<file path="src/rtl/muldiv_sequencer.sv">
// Iterative RV32M multiply/divide sequencer for the EX stage.
// Radix-2 shift-add multiply and restoring divide, one bit per cycle.
// Stalls the front of the pipeline until the result is registered.
module muldiv_sequencer #(
    parameter int unsigned DATA_WIDTH = 32
) (
    input  logic                  clk,
    input  logic                  reset,
    input  logic                  start,
    input  logic [2:0]            Funct3,
    input  logic [DATA_WIDTH-1:0] SrcA,
    input  logic [DATA_WIDTH-1:0] SrcB,
    input  logic                  flush,
    output logic                  stall,
    output logic                  busy,
    output logic                  done,
    output logic [DATA_WIDTH-1:0] Result
);

    localparam int unsigned W  = DATA_WIDTH;
    localparam int unsigned CW = $clog2(DATA_WIDTH);
    localparam logic [CW-1:0] LAST_ITER = CW'(DATA_WIDTH - 1);
    localparam logic [W-1:0]  MOST_NEG  = {1'b1, {(W-1){1'b0}}};

    typedef enum logic [2:0] {IDLE, PREP, CALC, FIX, DONE} state_t;

    state_t          state_q, state_d;
    logic [CW-1:0]   cnt_q, cnt_d;
    logic [2*W-1:0]  acc_q, acc_d;
    logic [2:0]      f3_q, f3_d;
    logic [W-1:0]    a_abs_q, a_abs_d, b_abs_q, b_abs_d;
    logic [W-1:0]    a_raw_q, a_raw_d, b_raw_q, b_raw_d;
    logic            neg_res_q, neg_res_d, neg_rem_q, neg_rem_d;
    logic [W-1:0]    result_q, result_d;
    logic            done_q, done_d;

    logic            a_signed, b_signed, a_neg, b_neg;
    logic            is_div, div_zero, div_ovf;
    logic [W-1:0]    special_res;
    logic [W:0]      mul_sum, rem_sh, rem_sub;
    logic [2*W-1:0]  mul_next, div_next, prod_fix;
    logic [W-1:0]    quot_fix, rem_fix, fix_res;

    // Operand signedness/magnitude decode for the capture in IDLE
    always_comb begin
        a_signed = Funct3[2] ? ~Funct3[0] : (Funct3[1:0] != 2'b11);
        b_signed = Funct3[2] ? ~Funct3[0] : ~Funct3[1];
        a_neg    = a_signed & SrcA[W-1];
        b_neg    = b_signed & SrcB[W-1];
        a_abs_d  = a_neg ? -SrcA : SrcA;
        b_abs_d  = b_neg ? -SrcB : SrcB;
    end

    // Datapath: special-case detection, one iteration step, final sign fix-up
    always_comb begin
        is_div      = f3_q[2];
        div_zero    = is_div && (b_raw_q == '0);
        div_ovf     = is_div && !f3_q[0] && (a_raw_q == MOST_NEG) && (b_raw_q == '1);
        special_res = '0;
        if (div_zero)
            special_res = f3_q[1] ? a_raw_q : '1;
        else if (div_ovf)
            special_res = f3_q[1] ? '0 : a_raw_q;

        // multiplier sits in the low half and is consumed LSB-first
        mul_sum  = {1'b0, acc_q[2*W-1:W]} + (acc_q[0] ? {1'b0, a_abs_q} : '0);
        mul_next = {mul_sum, acc_q[W-1:1]};

        // borrow out of the W+1-bit subtract means remainder < divisor
        rem_sh  = acc_q[2*W-1:W-1];
        rem_sub = rem_sh - {1'b0, b_abs_q};
        if (!rem_sub[W])
            div_next = {rem_sub[W-1:0], acc_q[W-2:0], 1'b1};
        else
            div_next = {rem_sh[W-1:0], acc_q[W-2:0], 1'b0};

        prod_fix = neg_res_q ? -acc_q : acc_q;
        quot_fix = neg_res_q ? -acc_q[W-1:0] : acc_q[W-1:0];
        rem_fix  = neg_rem_q ? -acc_q[2*W-1:W] : acc_q[2*W-1:W];
        if (!f3_q[2])
            fix_res = (f3_q[1:0] == 2'b00) ? prod_fix[W-1:0] : prod_fix[2*W-1:W];
        else
            fix_res = f3_q[1] ? rem_fix : quot_fix;
    end

    // Next-state and register-update logic; flush overrides everything
    always_comb begin
        state_d   = state_q;
        cnt_d     = cnt_q;
        acc_d     = acc_q;
        f3_d      = f3_q;
        a_raw_d   = a_raw_q;
        b_raw_d   = b_raw_q;
        neg_res_d = neg_res_q;
        neg_rem_d = neg_rem_q;
        result_d  = result_q;
        done_d    = 1'b0;
        case (state_q)
            IDLE: begin
                if (start) begin
                    f3_d      = Funct3;
                    a_raw_d   = SrcA;
                    b_raw_d   = SrcB;
                    neg_res_d = a_neg ^ b_neg;
                    neg_rem_d = a_neg;
                    state_d   = PREP;
                end
            end
            PREP: begin
                cnt_d = '0;
                acc_d = '0;
                if (div_zero || div_ovf) begin
                    result_d = special_res;
                    done_d   = 1'b1;
                    state_d  = DONE;
                end else begin
                    acc_d   = {{W{1'b0}}, (is_div ? a_abs_q : b_abs_q)};
                    state_d = CALC;
                end
            end
            CALC: begin
                acc_d = is_div ? div_next : mul_next;
                if (cnt_q == LAST_ITER)
                    state_d = FIX;
                else
                    cnt_d = cnt_q + 1'b1;
            end
            FIX: begin
                result_d = fix_res;
                done_d   = 1'b1;
                state_d  = DONE;
            end
            DONE:    state_d = IDLE;
            default: state_d = IDLE;
        endcase
        if (flush) begin
            state_d  = IDLE;
            result_d = result_q;
            done_d   = 1'b0;
        end
    end

    // State and datapath registers with asynchronous active-low reset
    always_ff @(posedge clk or negedge reset) begin
        if (!reset) begin
            state_q   <= IDLE;
            cnt_q     <= '0;
            acc_q     <= '0;
            f3_q      <= '0;
            a_abs_q   <= '0;
            b_abs_q   <= '0;
            a_raw_q   <= '0;
            b_raw_q   <= '0;
            neg_res_q <= 1'b0;
            neg_rem_q <= 1'b0;
            result_q  <= '0;
            done_q    <= 1'b0;
        end else begin
            state_q   <= state_d;
            cnt_q     <= cnt_d;
            acc_q     <= acc_d;
            f3_q      <= f3_d;
            if (state_q == IDLE && start) begin
                a_abs_q <= a_abs_d;
                b_abs_q <= b_abs_d;
            end
            a_raw_q   <= a_raw_d;
            b_raw_q   <= b_raw_d;
            neg_res_q <= neg_res_d;
            neg_rem_q <= neg_rem_d;
            result_q  <= result_d;
            done_q    <= done_d;
        end
    end

    assign busy   = (state_q != IDLE);
    assign done   = done_q;
    assign Result = result_q;
    assign stall  = reset && !flush &&
                    ((state_q == IDLE && start) ||
                     state_q == PREP || state_q == CALC || state_q == FIX);

endmodule
</file>
<file path="config.mk">
export PLATFORM = sky130hd
export DESIGN_NAME = muldiv_sequencer
export DESIGN_NICKNAME = d
export VERILOG_FILES = /design/src/rtl/muldiv_sequencer.sv
export SDC_FILE = /design/constraint.sdc
export NUM_CORES = 1
export LEC_CHECK = 0
export CAP_MARGIN = 20
export CELL_PAD_IN_SITES_DETAIL_PLACEMENT = 1
export CELL_PAD_IN_SITES_GLOBAL_PLACEMENT = 2
export CORE_MARGIN = 1.5
export CORE_UTILIZATION = 38
export CTS_BUF_LIST = sky130_fd_sc_hd__clkbuf_4
export DETAILED_ROUTE_END_ITERATION = 16
export GPL_ROUTABILITY_DRIVEN = 1
export HOLD_SLACK_MARGIN = 0.06
export PLACE_DENSITY_LB_ADDON = 0.15
export SLEW_MARGIN = 20
export SYNTH_ARGS = -nofsm -noshare
export SYNTH_HDL_FRONTEND = slang
export SYNTH_SLANG_ARGS = --single-unit
export TNS_END_PERCENT = 100
</file>
<file path="constraint.sdc">
create_clock -name clk -period 5.2 [get_ports clk]
set_input_delay 1.3 -clock clk [delete_from_list [all_inputs] [get_ports clk]]
set_output_delay 1.3 -clock clk [all_outputs]
set_load 0.01 [all_outputs]
</file>
==> run summary, run 1 <==
Crit share post-route = 81.7%
Final Setup Violations = 0
Commonest non-fill, non-tap cell in the layout = nand2_1
Synthesized area = 18100 sq um
Fraction of layout cells with a size suffix above 1 = 8.50%
Die H = 221 um
Nets@finish = 2464
Crit path required time = 3.90 ns
IO Pins = 106
# DRC = 0
Startpoint Class = register
Row count = 79
Hold-fix buffers, CTS = 0
Area growth from synthesis to layout = 13.6%
Total global routing track utilization = 30.0%
Slew headroom = 40.6%
Status = complete, no violations
Clock skew = 0.0651 ns
Synthesized Nets = 2396
Worst slew pin tran = 0.890 ns
Top cell type's share of synthesized area = 32.6%
Clk pin slew, worst setup/hold paths = 0.07 ns
Max-cap violations = 0
IO buf count = 105
Max Root-Sink Buffers = 3
Pins Over Slew Limit = 0
Sequential area share after synthesis = 32.6%
Worst EP arrival = 2.95 ns
Initial antenna violation count = 5
Dominant cells by area after synthesis = dfrtp_1 33%, nand2_1 8.8%, xnor2_1 5.3%
Syn_area_per_cell = 8.03 sq um
DRT Pass-1 Iters = 7
Routed vias/inst = 5.91
Clock sink total = 236
Post-CTS Setup Inserts = 0
Post-synth EDFFs = 0
CTS resizes = 0
Vias in the first global route = 18.2k
Power Dens Cells = 481 nW/um^2
Die W = 221 um
H-tree levels = 3
ANT nets after route = 0
Placed insts = 2854
Total power draw = 9.89 mW
GP Congestion = 0.941
Die area = 48900 sq um
Via count = 17.6k
Initial DRC count = 1197
Seq cells post-synth = 236
Min Tclk post-route = 4.25 ns
First-pass GRT wire length = 112000 um
Unrepaired setup endpoints after global routing = false
Ys async rst share = 100%
TritonCTS clock tree = yes
Fin area = 20600 sq um
Ys flop type = dfrtp_1
Fill cell count = 5661
Fin. Hold Viols = 0
Most frequent cells in the layout = 424 x nand2_1, 233 x dfrtp_1, 184 x o21ai_0
Post-Layout Cell Count = 2977
Peak Freq = 235 MHz
Post-place instance area = 19700 sq um
Clk_lat worst skew = 0.87 ns
Synth area leader = dfrtp_1
Crit-path max FO = 13
Worst-case vdd ir drop = 225 uV
Wire per inst = 24.8 um
DP Wirelength = 56900 um
Synth cell types = 84
Core Area = 46800 sq um
Grt ovf = 0
Largest net degree at the start of global routing = 118
Hold Path Class = input port to async pin
CTS root buffer = clkbuf_4
CP Class = register to primary output
Synth Instances = 2253
Final setup TNS = 0 ns
LEAKAGE = 8.98 nW
Routed wire length = 73800 um
Critical path capture point type = primary output
Synthesis Warnings = 0
Number of CTS-inserted buffers = 71
Starting density of the core = 38.7%
-- metrics by stage --
| step | hold slack [ns] | setup WS [ns] | util [%] |
|---|---|---|---|
| after floorplan | 0.452 | 1.40 | - |
| after global placement | 0.464 | 0.524 | 42.2 |
| after detailed placement | 0.471 | 0.403 | 42.2 |
| after CTS | 0.251 | 0.866 | 43.9 |
| after global routing | 0.263 | 0.765 | 44.0 |
| final | 0.309 | 0.952 | 44.0 |
-- synth_stat cells, types with 14 or more instances --
library cell	number
a21o_1	26
a21oi_1	126
a22oi_1	25
and2_1	38
buf_1	17
clkbuf_1	133
dfrtp_1	236
ha_1	70
inv_1	67
mux2i_1	81
nand2_1	425
nand3_1	76
nand4_1	17
nor2_1	99
nor3_1	34
nor4_1	30
o21ai_0	184
o221ai_1	41
o31ai_1	44
o41ai_1	14
or2_2	14
or3_1	22
or4_1	20
xnor2_1	110
xor2_1	90
-- state kept, by name, indices dropped and copies added (netlist names) --
signal     cells
state_q        3
neg_rem_q      1
done           1
a_abs_q       32
Result        32
b_abs_q       32
b_raw_q       31
cnt_q          5
acc_q         64
f3_q           3
neg_res_q      1
a_raw_q       31
-- layer usage --
metal | part of all wire [%] | wire length, um | global-route usage [%]
met4 | 3.5 | 2610 | 11.5
met3 | 5.9 | 4330 | 6.16
met5 | 0.037 | 27 | 0
met2 | 46 | 34300 | 48.5
met1 | 44 | 32500 | 39.4
-- power by group --
group,switching (mW),internal (mW)
Sequential,0.941,2.28
Combinational,2.93,2.01
Clock,0.912,0.815
Total,4.79,5.10
-- cells by family (layout without fill, tap and decap cells) --
logic type	Yosys count	in the layout	share of synthesized area [%]
muxes	84	84	4.67
adders and majority gates	72	72	5.06
DFF	236	236	32.6
AOI/OAI and AO/OA	590	590	21.2
and+or+nand+nor	847	847	22.0
buffers and inverters	224	337	4.73
other	0	4	0
xor gates and xnor gates	200	200	9.68
-- path summary, 6_finish.rpt --
path	slack [ns]	from	depth (start not counted)	endpoint
max	0.95	state_q[0]	5	stall
min reg2reg	0.48	Result[18]	2	Result[18]
min	0.31	reset	1	acc_q[32]
max in group asynchronous	2.92	reset	3	f3_q[2]
max reg2reg	1.07	acc_q[31]	14	acc_q[37]
min in group clk	0.48	Result[18]	2	Result[18]
-- critical path, cell delays in order (launching register included) --
cell	delay (ns)
dfrtp_1	0.54
or2_2	0.45
nor2_1	0.27
nand2_4	0.08
a311oi_1	0.21
clkdlybuf4s50_1	0.58
-- final cells by class --
class	count	area [sq um]	share of cell area [%]
Sequential cell	236	5910	28.7
Timing Repair Buffer	152	1440	7.01
Tap cell	607	759	3.69
Multi-Input combinational cell	1793	11400	55.3
Clock inverter	28	133	0.645
Antenna cell	4	10.0	0.0487
Inverter	67	251	1.22
Clock buffer	90	676	3.29
No activity file was read; power rests on OpenSTA's default activity.
==> run 2: changes to the inputs <==
Settings changed: CORE_UTILIZATION 38 to 34.
Clock period 5.2 ns to 3.65 ns, I/O delays scaled along.
==> run 2 against run 1 <==
Sequential cell count unchanged. Clock skew decreased by 0.0055 ns. Clock power increased by 62%. First-iteration DRC count increased by 19%. Combinational power increased by 81%. Largest cell class unchanged. Highest routed layer is now met4. Worst hold slack improved by 0.17 ns. Final area increased by 11%. Die area increased by 12%. Register-to-register slack got worse by 1.0 ns. Clock-buffer cell count increased by 16. Routed wire length increased by 10%. Critical path depth increased by 9.
==> run summary, run 2 (same netlist as run 1, synthesis figures left out) <==
Status = complete, no violations
Register-to-register setup slack = 0.04 ns
Hold Path Sink = Result[13]
Die area = 54600 sq um
Final setup margin = 0.0367 ns
Fin. Hold Viols = 0
Clock sink total = 236
Crit-path max FO = 5
Die H = 234 um
Power share of the combinational group = 56.0%
FF/Latch Area = 5910 sq um
Worst R2R Path Depth = 14
Max-cap violations = 0
Crit share post-route = 99.0%
Max reg flops = 64
Clock skew = 0.0596 ns
CP Class = register to register
Wire per inst = 24.5 um
Worst Hold Depth = 2
Worst slew pin tran = 1.01 ns
Slew headroom = 32.6%
Starting density of the core = 34.4%
Nets@finish = 2715
Critical path capture point type = register
DRT Pass-1 Iters = 7
DP Wirelength = 63700 um
Crit path required time = 4.34 ns
LEAKAGE = 10.3 nW
Power Dens Cells = 698 nW/um^2
Int Power = 8.60 mW
DRT met1 WL = 36300 um
Startpoint Class = register
Core Area = 52600 sq um
Via count = 18.8k
Most frequent cells in the layout = 423 x nand2_1, 277 x buf_4, 232 x dfrtp_1
Initial DRC count = 1422
Clk_lat worst skew = 0.83 ns
Pre-CTS setup slack = -0.335 ns
Max Root-Sink Buffers = 3
ANT nets after route = 0
# DRC = 0
Final hold slack = 0.477 ns
Fill cell count = 6384
Grt ovf = 0
Hold Path Class = register to register
CTS root buffer = clkbuf_4
Worst-case vdd ir drop = 258 uV
Routed wire length = 81300 um
GP Congestion = 0.956
H-tree levels = 3
IO buf count = 105
Clk pin slew, worst setup/hold paths = 0.06 ns
First-pass GRT wire length = 121000 um
Total global routing track utilization = 29.7%
Pins Over Slew Limit = 0
Unrepaired setup endpoints after global routing = true
Seq pwr share = 26.5%
Initial antenna violation count = 2
TritonCTS clock tree = yes
Area growth from synthesis to layout = 26.6%
Net switching power = 7.39 mW
Commonest non-fill, non-tap cell in the layout = nand2_1
Met2 WL = 38200 um
Sw Ratio = 46.2%
Uppermost layer routed = met4
Top reg by flops = acc_q
Reg-to-reg critical path endpoint = acc_q[60]
Hold wc startpoint = Result[13]
Reg-to-reg startpoint = b_abs_q[2]
Die W = 234 um
Final Setup Violations = 0
Worst EP arrival = 4.31 ns
Vias in the first global route = 19.3k
Row count = 84
Peak Freq = 277 MHz
IO Pins = 106
Clock share of power = 17.5%
Number of CTS-inserted buffers = 75
Area of the multi-input gates = 11500 sq um
Min Tclk post-route = 3.61 ns
Fraction of layout cells with a size suffix above 1 = 18.8%
Largest net degree at the start of global routing = 195
Routed vias/inst = 5.68
Metal3 WL = 4560 um
[run 2: final cells by class]
class	instances	area share [%]
multi-input combinational	1794	50.3
inverter	67	1.10
timing repair buffer	398	14.8
sequential	236	25.8
antenna	4	0.0437
clock buffer	106	3.47
clock inverter	21	0.639
tap	688	3.76
[run 2: stage by stage]
step | TNS, ns | utilization [%] | area (sq um) | std cells | power (mW)
final | 0 | 43.6 | 22900 | 3314 | 16.0
after global routing | -0.0938 | 43.6 | 22900 | 3311 | 17.0
after CTS | 0 | 43.0 | 22600 | 3290 | 15.6
after detailed placement | -4.62 | 41.1 | 21600 | 3160 | 12.7
after global placement | -1.98 | 41.1 | 21600 | 3160 | 12.5
after floorplan | 0 | - | 18100 | 2253 | 8.96
[run 2: power groups by stage]
stage | registers, mW | clock network (mW) | logic (mW)
after detailed placement | 4.24 | 0 | 8.47
final | 4.23 | 2.80 | 8.96
after CTS | 4.20 | 2.88 | 8.57
after global routing | 4.30 | 2.99 | 9.73
after floorplan | 3.82 | 0 | 5.14
after global placement | 4.22 | 0 | 8.28
[run 2: timing repair]
action | CTS | global route
hold buffers | 1 | 0
pin swaps | 1 | 21
endpoints found under the hold margin | 14 | 0
endpoints found under the setup margin | 27 | 41
setup buffers | 2 | 17
gates cloned | 0 | 2
gates resized for setup | 11 | 43
[run 2: metal layers]
layer	track usage [%]	vias up
met5	0	-
met4	9.13	0
met3	4.86	121
met2	49.0	502
met1	39.6	9473
li1	-	8732
[run 2: worst max-delay path, cell delays in order (launching register included)]
cell and delay [ns]:
dfrtp_1 0.41, inv_1 0.08, ha_1 0.30, nor2b_2 0.16
o31a_1 0.33, o211a_1 0.27, a41o_1 0.29, a311o_1 0.42
nand2_2 0.12, o31ai_4 0.09, buf_4 0.17, xnor2_4 0.30
buf_6 0.20, mux2i_1 0.08, a221o_1 0.27
[run 2: worst max path at each step]
stage               start          end  slack [ns]  cells past startpoint
3_5_place_dp      SrcA[8]  a_abs_q[30]       -0.34                     11
2_1_floorplan   acc_q[32]    acc_q[59]        0.01                     13
3_3_place_gp      SrcA[8]  a_abs_q[30]       -0.36                     11
5_1_grt        b_abs_q[2]    acc_q[60]       -0.04                     14
4_1_cts         acc_q[33]   Result[30]        0.01                     13
6_report       b_abs_q[2]    acc_q[60]        0.04                     14
